$ cat config.mk
export PLATFORM = sky130hd
export DESIGN_NAME = prog_sequencer_flat
export DESIGN_NICKNAME = d
export VERILOG_FILES = /design/src/rtl/isa_pkg.sv /design/src/rtl/prog_sequencer_if.sv /design/src/rtl/instr_decode.sv /design/src/rtl/prog_sequencer.sv /design/src/flat_wrapper.sv
export SDC_FILE = /design/constraint.sdc
export NUM_CORES = 1
export LEC_CHECK = 0
export BUFFER_PORTS_ARGS = -buffer_cell sky130_fd_sc_hd__buf_2
export CORE_MARGIN = 2
export CORE_UTILIZATION = 26
export DETAILED_ROUTE_END_ITERATION = 7
export GPL_TIMING_DRIVEN = 0
export PLACE_DENSITY = 0.46
export SYNTH_ARGS = -nofsm -noshare
export SYNTH_HDL_FRONTEND = slang
export SYNTH_SLANG_ARGS = --single-unit
$ cat constraint.sdc
create_clock -name clk -period 6.5 [get_ports clk]
set_clock_uncertainty 0.15 [all_clocks]
set_input_delay 0.65 -clock clk [delete_from_list [all_inputs] [get_ports clk]]
set_output_delay 0.65 -clock clk [all_outputs]
set_load 0.005 [all_outputs]
$ cat src/rtl/isa_pkg.sv
// Shared ISA definitions for the program sequencer:
// opcodes, register codes, field slices, write-source codes and FSM states.
package isa_pkg;

  localparam logic [3:0] OP_ADD = 4'h0;
  localparam logic [3:0] OP_SUB = 4'h1;
  localparam logic [3:0] OP_MUL = 4'h2;
  localparam logic [3:0] OP_DIV = 4'h3;
  localparam logic [3:0] OP_SHL = 4'h4;
  localparam logic [3:0] OP_SHR = 4'h5;
  localparam logic [3:0] OP_SQA = 4'h6;
  localparam logic [3:0] OP_SQB = 4'h7;
  localparam logic [3:0] OP_MOV = 4'h8;
  localparam logic [3:0] OP_LDA = 4'h9;
  localparam logic [3:0] OP_LDB = 4'hA;
  localparam logic [3:0] OP_OUT = 4'hB;

  localparam logic [1:0] R0 = 2'd0;
  localparam logic [1:0] R1 = 2'd1;
  localparam logic [1:0] R2 = 2'd2;
  localparam logic [1:0] R3 = 2'd3;

  localparam int OPC_MSB = 7;
  localparam int OPC_LSB = 4;
  localparam int RD_MSB  = 3;
  localparam int RD_LSB  = 2;
  localparam int RB_MSB  = 1;
  localparam int RB_LSB  = 0;

  localparam logic [1:0] WSEL_ALU = 2'd0;
  localparam logic [1:0] WSEL_A   = 2'd1;
  localparam logic [1:0] WSEL_B   = 2'd2;
  localparam logic [1:0] WSEL_MOV = 2'd3;

  typedef enum logic [2:0] {
    IDLE,
    FETCH,
    EXEC,
    OUT_WAIT,
    DONE
  } state_e;

  typedef struct packed {
    logic [3:0] alu_op;
    logic [1:0] wsel;
    logic       writes;
    logic       is_muldiv;
    logic       is_out;
    logic       illegal;
  } dec_t;

  function automatic logic [3:0] opc_of(input logic [7:0] ir);
    return ir[OPC_MSB:OPC_LSB];
  endfunction

  function automatic logic [1:0] rd_of(input logic [7:0] ir);
    return ir[RD_MSB:RD_LSB];
  endfunction

  function automatic logic [1:0] rb_of(input logic [7:0] ir);
    return ir[RB_MSB:RB_LSB];
  endfunction

endpackage

$ cat src/rtl/prog_sequencer_if.sv
// ROM, register-file/ALU control and out-handshake bundle
// between the sequencer (master) and the datapath side (slave).
interface prog_sequencer_if;

  logic [1:0] rom_prog;
  logic [7:0] rom_addr;
  logic [7:0] rom_instr;
  logic [3:0] alu_op;
  logic [1:0] rf_raddr_a;
  logic [1:0] rf_raddr_b;
  logic       rf_we;
  logic [1:0] rf_waddr;
  logic [1:0] rf_wsel;
  logic       out_valid;
  logic       out_ready;

  modport master (
    output rom_prog,
    output rom_addr,
    input  rom_instr,
    output alu_op,
    output rf_raddr_a,
    output rf_raddr_b,
    output rf_we,
    output rf_waddr,
    output rf_wsel,
    output out_valid,
    input  out_ready
  );

  modport slave (
    input  rom_prog,
    input  rom_addr,
    output rom_instr,
    input  alu_op,
    input  rf_raddr_a,
    input  rf_raddr_b,
    input  rf_we,
    input  rf_waddr,
    input  rf_wsel,
    input  out_valid,
    output out_ready
  );

endinterface

$ cat src/rtl/instr_decode.sv
// Combinational instruction decoder: IR to ALU opcode,
// write source and instruction class flags.
module instr_decode
  import isa_pkg::*;
(
  input  logic [7:0] ir_i,
  output dec_t       dec_o
);

  logic [3:0] op;

  assign op = opc_of(ir_i);

  always_comb begin
    dec_o = '0;
    unique case (1'b1)
      (op[3] == 1'b0): begin
        dec_o.alu_op    = op;
        dec_o.wsel      = WSEL_ALU;
        dec_o.writes    = 1'b1;
        dec_o.is_muldiv = (op == OP_MUL) || (op == OP_DIV);
      end
      (op == OP_MOV): begin
        dec_o.wsel   = WSEL_MOV;
        dec_o.writes = 1'b1;
      end
      (op == OP_LDA): begin
        dec_o.wsel   = WSEL_A;
        dec_o.writes = 1'b1;
      end
      (op == OP_LDB): begin
        dec_o.wsel   = WSEL_B;
        dec_o.writes = 1'b1;
      end
      (op == OP_OUT): begin
        dec_o.is_out = 1'b1;
      end
      default: begin
        dec_o.illegal = 1'b1;
      end
    endcase
  end

endmodule

$ cat src/rtl/prog_sequencer.sv
// Fetch/decode/control unit: drives the ROM, holds PC and IR,
// and steps the register file and ALU through each instruction.
module prog_sequencer
  import isa_pkg::*;
#(
  parameter int unsigned MULDIV_CYCLES = 3,
  parameter logic [7:0]  MAX_ADDR      = 8'd31
) (
  input  logic             clk,
  input  logic             rst_n,
  input  logic             start,
  input  logic [1:0]       prog_sel,
  prog_sequencer_if.master bus,
  output logic             busy,
  output logic             done,
  output logic             fault
);

  localparam logic [7:0] CNT_LOAD = 8'(MULDIV_CYCLES - 1);

  state_e     state_q, state_d;
  logic [7:0] pc_q, pc_d;
  logic [7:0] ir_q, ir_d;
  logic [1:0] prog_q, prog_d;
  logic [7:0] cnt_q, cnt_d;
  logic       fault_q, fault_d;

  dec_t       dec;
  logic       rf_we;
  logic [1:0] rf_wsel;
  logic       out_valid;
  logic       last;

  instr_decode u_dec (
    .ir_i  (ir_q),
    .dec_o (dec)
  );

  always_ff @(posedge clk or negedge rst_n) begin
    if (!rst_n) begin
      state_q <= IDLE;
      pc_q    <= '0;
      ir_q    <= '0;
      prog_q  <= '0;
      cnt_q   <= '0;
      fault_q <= 1'b0;
    end else begin
      state_q <= state_d;
      pc_q    <= pc_d;
      ir_q    <= ir_d;
      prog_q  <= prog_d;
      cnt_q   <= cnt_d;
      fault_q <= fault_d;
    end
  end

  always_comb begin
    state_d   = state_q;
    pc_d      = pc_q;
    ir_d      = ir_q;
    prog_d    = prog_q;
    cnt_d     = cnt_q;
    fault_d   = fault_q;
    rf_we     = 1'b0;
    rf_wsel   = WSEL_ALU;
    out_valid = 1'b0;
    last      = 1'b0;

    unique case (state_q)
      IDLE, DONE: begin
        if (start) begin
          prog_d  = prog_sel;
          pc_d    = '0;
          fault_d = 1'b0;
          state_d = FETCH;
        end
      end

      FETCH: begin
        if (pc_q > MAX_ADDR) begin
          fault_d = 1'b1;
          state_d = DONE;
        end else begin
          ir_d    = bus.rom_instr;
          cnt_d   = CNT_LOAD;
          state_d = EXEC;
        end
      end

      EXEC: begin
        rf_wsel = dec.wsel;
        unique case (1'b1)
          dec.illegal: begin
            fault_d = 1'b1;
            state_d = DONE;
          end
          // out presents its value from the first EXEC cycle on
          dec.is_out: begin
            out_valid = 1'b1;
            state_d   = bus.out_ready ? DONE : OUT_WAIT;
          end
          dec.writes: begin
            last = !dec.is_muldiv || (cnt_q == 8'd0);
            if (last) begin
              rf_we   = 1'b1;
              pc_d    = pc_q + 8'd1;
              state_d = FETCH;
            end else begin
              cnt_d = cnt_q - 8'd1;
            end
          end
          default: ;
        endcase
      end

      OUT_WAIT: begin
        out_valid = 1'b1;
        if (bus.out_ready) begin
          state_d = DONE;
        end
      end

      default: begin
        state_d = IDLE;
      end
    endcase
  end

  assign bus.rom_prog   = prog_q;
  assign bus.rom_addr   = pc_q;
  assign bus.alu_op     = dec.alu_op;
  assign bus.rf_raddr_a = rd_of(ir_q);
  assign bus.rf_raddr_b = rb_of(ir_q);
  assign bus.rf_waddr   = rd_of(ir_q);
  assign bus.rf_we      = rf_we;
  assign bus.rf_wsel    = rf_wsel;
  assign bus.out_valid  = out_valid;

  assign busy  = (state_q == FETCH) || (state_q == EXEC) ||
                 (state_q == OUT_WAIT);
  assign done  = (state_q == DONE);
  assign fault = fault_q;

endmodule

$ cat src/flat_wrapper.sv
// flat-port wrapper written by rule: the top's interface ports become plain ports
module prog_sequencer_flat import isa_pkg::*;
#(
  parameter int unsigned MULDIV_CYCLES = 3,
  parameter logic [7:0]  MAX_ADDR      = 8'd31
)
  (clk, rst_n, start, prog_sel, busy, done, fault, bus_rom_prog, bus_rom_addr, bus_rom_instr, bus_alu_op, bus_rf_raddr_a, bus_rf_raddr_b, bus_rf_we, bus_rf_waddr, bus_rf_wsel, bus_out_valid, bus_out_ready);
  prog_sequencer_if bus_i ();
  input  logic clk;
  input  logic rst_n;
  input  logic start;
  input  logic [1:0] prog_sel;
  output logic busy;
  output logic done;
  output logic fault;
  output wire logic [$bits(bus_i.rom_prog)-1:0] bus_rom_prog;
  output wire logic [$bits(bus_i.rom_addr)-1:0] bus_rom_addr;
  input wire logic [$bits(bus_i.rom_instr)-1:0] bus_rom_instr;
  output wire logic [$bits(bus_i.alu_op)-1:0] bus_alu_op;
  output wire logic [$bits(bus_i.rf_raddr_a)-1:0] bus_rf_raddr_a;
  output wire logic [$bits(bus_i.rf_raddr_b)-1:0] bus_rf_raddr_b;
  output wire logic [$bits(bus_i.rf_we)-1:0] bus_rf_we;
  output wire logic [$bits(bus_i.rf_waddr)-1:0] bus_rf_waddr;
  output wire logic [$bits(bus_i.rf_wsel)-1:0] bus_rf_wsel;
  output wire logic [$bits(bus_i.out_valid)-1:0] bus_out_valid;
  input wire logic [$bits(bus_i.out_ready)-1:0] bus_out_ready;
  assign bus_rom_prog = bus_i.rom_prog;
  assign bus_rom_addr = bus_i.rom_addr;
  assign bus_i.rom_instr = bus_rom_instr;
  assign bus_alu_op = bus_i.alu_op;
  assign bus_rf_raddr_a = bus_i.rf_raddr_a;
  assign bus_rf_raddr_b = bus_i.rf_raddr_b;
  assign bus_rf_we = bus_i.rf_we;
  assign bus_rf_waddr = bus_i.rf_waddr;
  assign bus_rf_wsel = bus_i.rf_wsel;
  assign bus_out_valid = bus_i.out_valid;
  assign bus_i.out_ready = bus_out_ready;
  prog_sequencer #(.MULDIV_CYCLES(MULDIV_CYCLES), .MAX_ADDR(MAX_ADDR)) u_core (.clk(clk), .rst_n(rst_n), .start(start), .prog_sel(prog_sel), .bus(bus_i), .busy(busy), .done(done), .fault(fault));
endmodule
==> results of run 1 <==
## layer usage
metal  vias up  GRT usage
li1        751          -
met1       720     0.1807
met2        41     0.1861
met3         7    0.03245
met4         0    0.03959
met5         -          0
## worst max-delay path, delay by kind of cell (launching register included)
kind	cells	cell delay [ps]
flops	1	400
fa+ha+maj	1	150
compound gates	1	420
simple gates	2	680
buf+inv	3	310
## final cells by class
| cell class | count | area, µm² |
|---|---|---|
| clock buffer | 5 | 68.82 |
| sequential | 30 | 750.7 |
| tap | 77 | 96.34 |
| inverter | 6 | 22.52 |
| multi-input combinational | 134 | 810.8 |
| fill | 670 | 4230 |
| clock inverter | 2 | 10.01 |
| buffer | 15 | 92.59 |
| timing repair buffer | 39 | 195.2 |
## cell usage in the layout (no fill, tap or decap), types with 5 or more instances in the layout
cell type and instances:
sky130_fd_sc_hd__o31ai_1 9, sky130_fd_sc_hd__clkbuf_8 5, sky130_fd_sc_hd__nand3_1 6, sky130_fd_sc_hd__buf_4 7, sky130_fd_sc_hd__a21oi_1 7, sky130_fd_sc_hd__nand2_1 32, sky130_fd_sc_hd__o21ai_0 9, sky130_fd_sc_hd__nor2_1 9
sky130_fd_sc_hd__or4_1 5, sky130_fd_sc_hd__mux2_2 5, sky130_fd_sc_hd__nor2b_1 5, sky130_fd_sc_hd__buf_2 41, sky130_fd_sc_hd__dfrtp_1 30, sky130_fd_sc_hd__clkbuf_1 5, sky130_fd_sc_hd__inv_1 6
## power by group through the flow
stage / Combinational, mW / Clock, mW / Sequential (mW)
after global placement: 0.398 / 0 / 0.299
after floorplan: 0.270 / 0 / 0.286
after CTS: 0.400 / 0.151 / 0.298
final: 0.393 / 0.145 / 0.298
after global routing: 0.446 / 0.158 / 0.308
after detailed placement: 0.397 / 0 / 0.301
## sequential cells by signal, indices dropped and copies added, names as in the netlist
name                 cells
u_core.bus.rom_addr      8
u_core.bus.rom_prog      2
u_core.cnt_q             8
u_core.fault             1
u_core.ir_q              8
u_core.state_q           3
## how the worst max path moves through the flow
stage,from,endpoint
6_report,u_core.cnt_q[0],bus_rf_we
5_1_grt,u_core.cnt_q[0],bus_rf_we
4_1_cts,u_core.cnt_q[0],bus_rf_we
3_5_place_dp,u_core.cnt_q[0],bus_rf_we
3_3_place_gp,u_core.cnt_q[0],bus_rf_we
2_1_floorplan,u_core.cnt_q[0],bus_rf_we
## metrics by stage
stage | cells | power (mW)
final | 308 | 0.8358
after global routing | 308 | 0.9123
after CTS | 308 | 0.8486
after detailed placement | 301 | 0.6983
after global placement | 301 | 0.6965
after floorplan | 185 | 0.5565
## logic make-up after synthesis
kind of cell | Yosys count | synth area share
mux | 6 | 0.03955
compound gates | 40 | 0.1560
simple gates | 84 | 0.2634
other cells | 1 | 0.002237
flops | 30 | 0.4478
buf+inv | 21 | 0.06866
fa+ha+maj | 3 | 0.02239
==> flow_summary.json, run 1 <==
{
  "run_status": "finished, final reports clean",
  "globalRoute.totalOverflow": 0,
  "met3_wirelength_um": 209,
  "layout_worst_path_cycle_share": 0.4687,
  "row_count": 29,
  "grt_pass1_wl_mm": 7.148,
  "tritoncts": "built",
  "critPathCaptureType": "output port",
  "crit_path_start_kind": "flop",
  "final_design_area_no_fill_um2": 2047,
  "power.internal_mw": 0.4914,
  "boundaryPins": 41,
  "share_clk_of_total_power": 0.174,
  "hpwl_mm": 3.033,
  "tritoncts.num_buffers": 5,
  "max_freq_mhz": 328.3,
  "detail_route.drc_violations": 0,
  "worst_setup_hold_path_clk_slew_ps": 70,
  "critical_path_peak_fanout": 4,
  "maxSlewHeadroom": 0.4801,
  "power.sequential.fraction": 0.356,
  "post_synth_main_area_contributors": "sky130_fd_sc_hd__dfrtp_1 45%, sky130_fd_sc_hd__nand2_1 7.2%, sky130_fd_sc_hd__o31ai_1 4.0%",
  "setup_ws_ps": 3454,
  "cts.sinks": 30,
  "report.final.setup_viol": 0,
  "pwr_density_cell_nw_per_um2": 408.3,
  "power_switching_share": 0.4121,
  "rrSetupSlack_ps": 3850,
  "routedWlPerCell_um": 13.73,
  "fraction_of_layout_cells_with_a_size_suffix_above_1": 0.2944,
  "ant_nets": 0,
  "placement.io_buffers": 39,
  "final_period_minus_worst_setup_slack_ps": 3046,
  "cts.path.max_buffers": 2,
  "top_signal_layer_used": "met4",
  "power.combinational.fraction": 0.470,
  "crit_path_cell_trace": "inv_1, ha_1, or3b_2, o21ai_0, nand2_1, inv_1, buf_2",
  "reg2reg_depth": 6,
  "final_core_util": 0.3261,
  "die_span_y_um": 84.30,
  "synthTopCellsByCount": "32 x sky130_fd_sc_hd__nand2_1, 30 x sky130_fd_sc_hd__dfrtp_1, 9 x sky130_fd_sc_hd__nor2_1, 9 x sky130_fd_sc_hd__o21ai_0, 9 x sky130_fd_sc_hd__o31ai_1",
  "flip_flop_and_latch_count_after_synthesis": 30,
  "cts.repair.resized": 0,
  "worst_hold_slack_ps": 248.8,
  "syn_avg_cell_area_um2": 9.063,
  "grt_max_degree": 31,
  "pre_cts_ws_ps": 3738,
  "switching_power_mw": 0.3444,
  "met1_wl_mm": 2.113,
  "finalWirelength_mm": 4.228,
  "dr_total_vias": 1519,
  "postPlaceCellArea_um2": 1968,
  "initial_core_util": 0.2671,
  "syn2layout_area_growth_pct": 22.09,
  "timing.setup.critical_path_class": "reg -> out",
  "vias_per_std_cell": 4.932,
  "synth.yosys.seq_area_share": 0.4478,
  "min-delay-path-class": "in -> async",
  "ys_async_sr_fraction": 1.000,
  "dieArea_um2": 7106,
  "syn-cell-area_um2": 1677,
  "synth_enable_flop_cells": 0,
  "rsz0062_at_grt": "false",
  "cts.hold.buffers_added": 0,
  "synth.largest_area_cell": "sky130_fd_sc_hd__dfrtp_1",
  "clock-root-buffer": "sky130_fd_sc_hd__clkbuf_8",
  "number_of_distinct_library_cell_variants_in_the_gate_level_netlist_after_synthesis": 40,
  "routabilityCongestion": 0.7649,
  "dr.pass1.iters": 4,
  "nets": 248,
  "power_leakage_nw": 0.9702,
  "htree_levels": 2,
  "antenna_cells": 0,
  "worst_r2r_startpoint": "u_core.state_q[1]",
  "yosys.area.top_type_share": 0.4478,
  "final-hold-violation-count": 0,
  "synth_fp_nets": 202,
  "antenna_found_initial": 0,
  "cell_count_after_synthesis": 185,
  "postCtsSetupBuffers": 0,
  "clk_latency_ps": 290,
  "route.met2.wl_mm": 1.852,
  "die-width_um": 84.30,
  "end_of_the_worst_register_to_register_path": "u_core.cnt_q[1]",
  "critical_path_required_ps": 5700,
  "worstMarginPinSlew_ps": 778.2,
  "ys_dominant_reg_cell": "sky130_fd_sc_hd__dfrtp_1",
  "slew_viol_final": 0,
  "cp_data_arrival_time_ps": 2250,
  "most_instantiated_library_cell_after_synthesis": "sky130_fd_sc_hd__nand2_1",
  "synth.yosys.warnings": 0,
  "setup-tns-final_ps": 0,
  "coreArea_um2": 6277,
  "timing.critical_path.mode_cell": "sky130_fd_sc_hd__inv_1",
  "vdd_drop_max_v": 0.0001702,
  "critical_path.max_stage_delay_ps": 470,
  "first_global_vias": 1415,
  "worst_path_max_delay_cell": "sky130_fd_sc_hd__or3b_2",
  "drv.max_cap_violation_count": 0,
  "drtIter0Drc": 29,
  "grt_use_total": 0.1262
}
No activity file was read; power rests on OpenSTA's default activity.
==> run 2, diff against run 1 <==
==> constraint.sdc (replaced) <==
create_clock -name clk -period 3 [get_ports clk]
set_clock_uncertainty 0.15 [all_clocks]
set_input_delay 0.3 -clock clk [delete_from_list [all_inputs] [get_ports clk]]
set_output_delay 0.3 -clock clk [all_outputs]
set_load 0.005 [all_outputs]
==> run 2 against run 1 <==
Compared with the run above: global-route usage is the same; worst hold slack lost 190 ps; setup slack lost 3100 ps; clock-buffer cell count is the same; critical path depth is the same; via count grew 0.39%; critical path type unchanged; largest power group unchanged; highest routed layer unchanged.
==> flow_summary.json, run 2 (synthesis gave the netlist of run 1 again) <==
{
  "cts.path.max_buffers": 2,
  "timing.critical_path.mode_cell": "sky130_fd_sc_hd__inv_1",
  "critical_path_required_ps": 2550,
  "die_span_y_um": 84.30,
  "max_freq_mhz": 371.0,
  "crit_path_start_kind": "flop",
  "nets": 249,
  "detail_route.drc_violations": 0,
  "critical-path-top-delay-family": "simple AND/OR/NAND/NOR gates",
  "worst_path_max_delay_cell": "sky130_fd_sc_hd__or3b_2",
  "final_cell_mix": "41 x sky130_fd_sc_hd__buf_2, 32 x sky130_fd_sc_hd__nand2_1, 30 x sky130_fd_sc_hd__dfrtp_1",
  "vdd_drop_max_v": 0.0003686,
  "cts.sinks": 30,
  "final_period_minus_worst_setup_slack_ps": 2696,
  "tritoncts.num_buffers": 5,
  "report.final.setup_viol": 0,
  "maxSlewHeadroom": 0.4801,
  "grt_use_total": 0.1262,
  "routabilityCongestion": 0.7649,
  "drtIter0Drc": 32,
  "power.sequential.fraction": 0.356,
  "timing.critical_path.buf_inv": 3,
  "final-hold-violation-count": 0,
  "antenna_cells": 0,
  "worstMarginPinSlew_ps": 778.2,
  "clock-root-buffer": "sky130_fd_sc_hd__clkbuf_8",
  "ant_nets": 0,
  "routedWlPerCell_um": 13.69,
  "row_count": 29,
  "drv.max_cap_violation_count": 0,
  "timing.setup.critical_path_class": "reg -> out",
  "power.combinational.fraction": 0.470,
  "critPathCaptureType": "output port",
  "global_route.usage.met1": 0.1807,
  "slew_viol_final": 0,
  "clk_latency_ps": 290,
  "rsz0062_at_grt": "false",
  "power_leakage_nw": 0.9744,
  "run_status": "finished, final reports clean",
  "vias_per_std_cell": 4.935,
  "critical_path_peak_fanout": 4,
  "power.internal_mw": 1.066,
  "dr_total_vias": 1525,
  "first_global_vias": 1415,
  "die-width_um": 84.30,
  "fraction_of_layout_cells_with_a_size_suffix_above_1": 0.2931,
  "dieArea_um2": 7106,
  "min-delay-path-class": "in -> reg",
  "tritoncts": "built",
  "gr-max-usage-layer": "met2",
  "share_clk_of_total_power": 0.174,
  "power_switching_share": 0.4118,
  "hpwl_mm": 3.033,
  "critical_path.max_stage_delay_ps": 470,
  "syn2layout_area_growth_pct": 22.69,
  "htree_levels": 2,
  "finalWirelength_mm": 4.230,
  "antenna_found_initial": 0,
  "switching_power_mw": 0.7459,
  "boundaryPins": 41,
  "initial_core_util": 0.2671,
  "worst_setup_hold_path_clk_slew_ps": 70,
  "pwr_density_cell_nw_per_um2": 880.6,
  "cp_data_arrival_time_ps": 2250,
  "layout.cells.most_common": "sky130_fd_sc_hd__buf_2",
  "groute.layer.met3.usage": 0.03245,
  "crit_path_cell_trace": "inv_1, ha_1, or3b_2, o21ai_0, nand2_1, inv_1, buf_2",
  "placement.io_buffers": 39,
  "grt_max_degree": 31,
  "dr.pass1.iters": 4,
  "worst_hold_slack_ps": 58.31,
  "coreArea_um2": 6277,
  "globalRoute.totalOverflow": 0,
  "setup-tns-final_ps": 0,
  "grt_pass1_wl_mm": 7.148,
  "use_met2": 0.1861,
  "layout_worst_path_cycle_share": 0.8986
}
-- run 2: cell types whose count changed in the layout (fill, tap and decap cells not counted) --
cell                            delta
sky130_fd_sc_hd__dlygate4sd3_1     +1
-- run 2: power groups by stage --
stage / clock (mW) / combinational (mW) / sequential [mW]
final: 0.315 / 0.852 / 0.645
after global routing: 0.342 / 0.968 / 0.667
after CTS: 0.326 / 0.867 / 0.646
after detailed placement: 0 / 0.861 / 0.652
after global placement: 0 / 0.861 / 0.648
after floorplan: 0 / 0.586 / 0.620
-- run 2: final cells by class --
class                           count  area (µm²)
Inverter                            6       22.52
Clock inverter                      2       10.01
Fill cell                         669        4220
Sequential cell                    30       750.7
Buffer                             15       92.59
Tap cell                           77       96.34
Multi-Input combinational cell    134       810.8
Timing Repair Buffer               40       205.2
Clock buffer                        5       68.82
-- run 2: timing repair --
item                                   CTS  global route
resized for setup                        0             0
endpoints found under the hold margin   30             0
hold buffers                             1             0
setup buffers                            0             0
-- run 2: path summary, 6_finish.rpt --
check | start | depth (start not counted) | slack, ps | end
worst max-delay path | u_core.cnt_q[0] | 7 | 300 | bus_rf_we
worst min register to register | u_core.bus.rom_prog[0] | 2 | 330 | u_core.bus.rom_prog[0]
worst min-delay path | bus_rom_instr[4] | 3 | 60 | u_core.ir_q[4]
min in group asynchronous | rst_n | 2 | 430 | u_core.cnt_q[7]
worst max register to register | u_core.state_q[1] | 6 | 350 | u_core.cnt_q[1]
max in group asynchronous | rst_n | 2 | 1810 | u_core.ir_q[1]
-- run 2: stage by stage --
step | setup slack, ps | power, mW | instance area, µm² | std cells | utilization
3_5_place_dp | 319.4 | 1.513 | 1968 | 301 | 0.3135
4_1_cts | 262.3 | 1.840 | 2057 | 309 | 0.3277
3_3_place_gp | 295.4 | 1.509 | 1968 | 301 | 0.3135
6_report | 304.2 | 1.811 | 2057 | 309 | 0.3277
5_1_grt | 45.48 | 1.978 | 2057 | 309 | 0.3277
2_1_floorplan | 808.2 | 1.206 | 1677 | 185 | -
-- run 2: worst min-delay path, delay by kind of cell --
kind | cells | cell delay, ps
simple gates | 2 | 90
buf+inv | 1 | 70
-- run 2: metal layers --
| metal | wire, µm | share of wire |
|---|---|---|
| met1 | 2117 | 0.50 |
| met2 | 1854 | 0.44 |
| met3 | 206 | 0.049 |
| met4 | 52 | 0.012 |
| met5 | 0 | 0 |
==> run 3, diff against run 2 <==
--- a/config.mk
+++ b/config.mk
@@ -14,3 +14,4 @@
 export SYNTH_ARGS = -nofsm -noshare
 export SYNTH_HDL_FRONTEND = slang
 export SYNTH_SLANG_ARGS = --single-unit
+export TNS_END_PERCENT = 50
==> constraint.sdc (replaced) <==
create_clock -name clk -period 3 [get_ports clk]
set_clock_uncertainty 0.15 [all_clocks]
set_input_delay 0.3 -clock clk [delete_from_list [all_inputs] [get_ports clk]]
set_output_delay 0.3 -clock clk [all_outputs]
set_load 0.1 [all_outputs]
==> run 3 against run 2 <==
Compared with the run above: via count down 3.9%; non-clock buffer count unchanged; register-to-register slack about the same; fmax down 0.45%; routed wire length down 2.2%; core utilization up 0.32 points; worst hold slack worse by 4.3 ps; setup slack worse by 12 ps; final cell count up 0.32%; clock-buffer cell count up 2; critical path type unchanged; critical endpoint unchanged; largest cell class unchanged.
==> flow_summary.json, run 3 (synthesis gave the netlist of run 1 again) <==
{
  "crit_path_cell_trace": "inv_1, ha_1, or3b_2, o21ai_1, nand2_1, inv_1, buf_4",
  "drv.max_cap_violation_count": 0,
  "placement.io_buffers": 39,
  "multiInputGateArea_um2": 815.8,
  "nets": 249,
  "met1_wl_mm": 2.080,
  "maxSlewHeadroom": 0.5019,
  "final_cell_mix": "40 x sky130_fd_sc_hd__buf_2, 32 x sky130_fd_sc_hd__nand2_1, 30 x sky130_fd_sc_hd__dfrtp_1, 9 x sky130_fd_sc_hd__nor2_1, 9 x sky130_fd_sc_hd__o31ai_1",
  "critical_path_peak_fanout": 4,
  "cts.sinks": 30,
  "globalRoute.totalOverflow": 0,
  "worst_hold_slack_ps": 54.03,
  "fraction_of_layout_cells_with_a_size_suffix_above_1": 0.2961,
  "detail_route.drc_violations": 0,
  "critPathCaptureType": "output port",
  "finalWirelength_mm": 4.137,
  "die-width_um": 84.30,
  "hpwl_mm": 3.006,
  "tritoncts": "built",
  "final_design_area_no_fill_um2": 2077,
  "rsz0062_at_grt": "false",
  "syn2layout_area_growth_pct": 23.88,
  "setup_ws_ps": 291.9,
  "slew_viol_final": 0,
  "grt_use_total": 0.1203,
  "critical_path.max_stage_delay_ps": 470,
  "antenna_cells": 0,
  "fillers": 681,
  "cts.path.max_buffers": 2,
  "tritoncts.num_buffers": 5,
  "rrSetupSlack_ps": 350,
  "worstMarginPinSlew_ps": 745.6,
  "row_count": 29,
  "clock-root-buffer": "sky130_fd_sc_hd__clkbuf_8",
  "grt_max_degree": 31,
  "layout_worst_path_cycle_share": 0.9027,
  "dr_total_vias": 1466,
  "antenna_found_initial": 0,
  "max_freq_mhz": 369.3,
  "min-delay-path-class": "in -> reg",
  "dr.pass1.iters": 4,
  "postPlaceCellArea_um2": 1973,
  "first_global_vias": 1341,
  "worst_setup_hold_path_clk_slew_ps": 70,
  "final-hold-violation-count": 0,
  "vias_per_std_cell": 4.729,
  "grt_pass1_wl_mm": 6.851,
  "ant_nets": 0,
  "boundaryPins": 41,
  "initial_core_util": 0.2671,
  "dieArea_um2": 7106,
  "timing.critical_path.mode_cell": "sky130_fd_sc_hd__inv_1",
  "htree_levels": 2,
  "report.final.setup_viol": 0,
  "run_status": "finished, final reports clean",
  "cp_data_arrival_time_ps": 2260,
  "coreArea_um2": 6277,
  "worst_path_max_delay_cell": "sky130_fd_sc_hd__or3b_2",
  "route.met2.wl_mm": 1.804,
  "pre_cts_ws_ps": 275.0,
  "crit_path_start_kind": "flop",
  "critical_path_required_ps": 2550,
  "timing.setup.critical_path_class": "reg -> out",
  "final_period_minus_worst_setup_slack_ps": 2708,
  "drtIter0Drc": 57,
  "top_signal_layer_used": "met4",
  "setup-tns-final_ps": 0,
  "met3_wirelength_um": 220,
  "layout.cells.most_common": "sky130_fd_sc_hd__buf_2",
  "die_span_y_um": 84.30,
  "routabilityCongestion": 0.7941,
  "clk_latency_ps": 280,
  "routedWlPerCell_um": 13.35,
  "register_area_um2": 750.7
}
-- run 3: cell types whose count changed in the layout (fill, tap and decap cells not counted) --
cell / change
sky130_fd_sc_hd__buf_2: -1
sky130_fd_sc_hd__buf_4: +1
sky130_fd_sc_hd__clkbuf_1: +1
sky130_fd_sc_hd__clkbuf_8: +1
sky130_fd_sc_hd__clkinv_2: -1
sky130_fd_sc_hd__nor3b_1: -1
sky130_fd_sc_hd__nor3b_2: +1
sky130_fd_sc_hd__o21ai_0: -1
sky130_fd_sc_hd__o21ai_1: +1
-- run 3: critical path: cells and delay by family (launching register included) --
kind	cells	cell delay, ps
AND/OR/NAND/NOR	2	650
buffers and inverters	3	490
flip-flops	1	400
AO/OA/AOI/OAI	1	290
adder cells (fa/ha/maj)	1	150
-- run 3: worst paths after layout --
kind,start,to,cells after the start
min in group asynchronous,rst_n,u_core.cnt_q[6],2
max,u_core.cnt_q[0],bus_rf_we,7
min reg2reg,u_core.bus.rom_prog[1],u_core.bus.rom_prog[1],2
max reg2reg,u_core.state_q[1],u_core.cnt_q[1],6
max in group asynchronous,rst_n,u_core.fault,2
min,bus_rom_instr[4],u_core.ir_q[4],3
-- run 3: per-layer routing --
layer,GRT usage,vias up
met5,0,-
met4,0.03666,0
met3,0.03441,2
met2,0.1753,36
met1,0.1722,679
li1,-,749
-- run 3: layout make-up --
type / count / area share
inverter: 6 / 0.01084
buffer: 15 / 0.04458
tap: 77 / 0.04639
multi-input combinational: 134 / 0.3928
clock buffer: 7 / 0.04157
clock inverter: 1 / 0.002410
sequential: 30 / 0.3614
timing repair buffer: 40 / 0.1000
-- run 3: metrics by stage --
step,util,instances
after floorplan,-,185
after global placement,0.3143,301
after detailed placement,0.3143,301
after CTS,0.3309,310
after global routing,0.3309,310
final,0.3309,310
-- run 3: what timing repair did --
item / CTS / global route
gates resized for setup: 1 / 1
hold buffers: 1 / 0
setup buffers: 0 / 0
endpoints found under the setup margin: 1 / 1
endpoints found under the hold margin: 30 / 0
Power of run 3 is not shown: default switching activity piles up to over one toggle a cycle in this logic, so the estimate is an artifact.
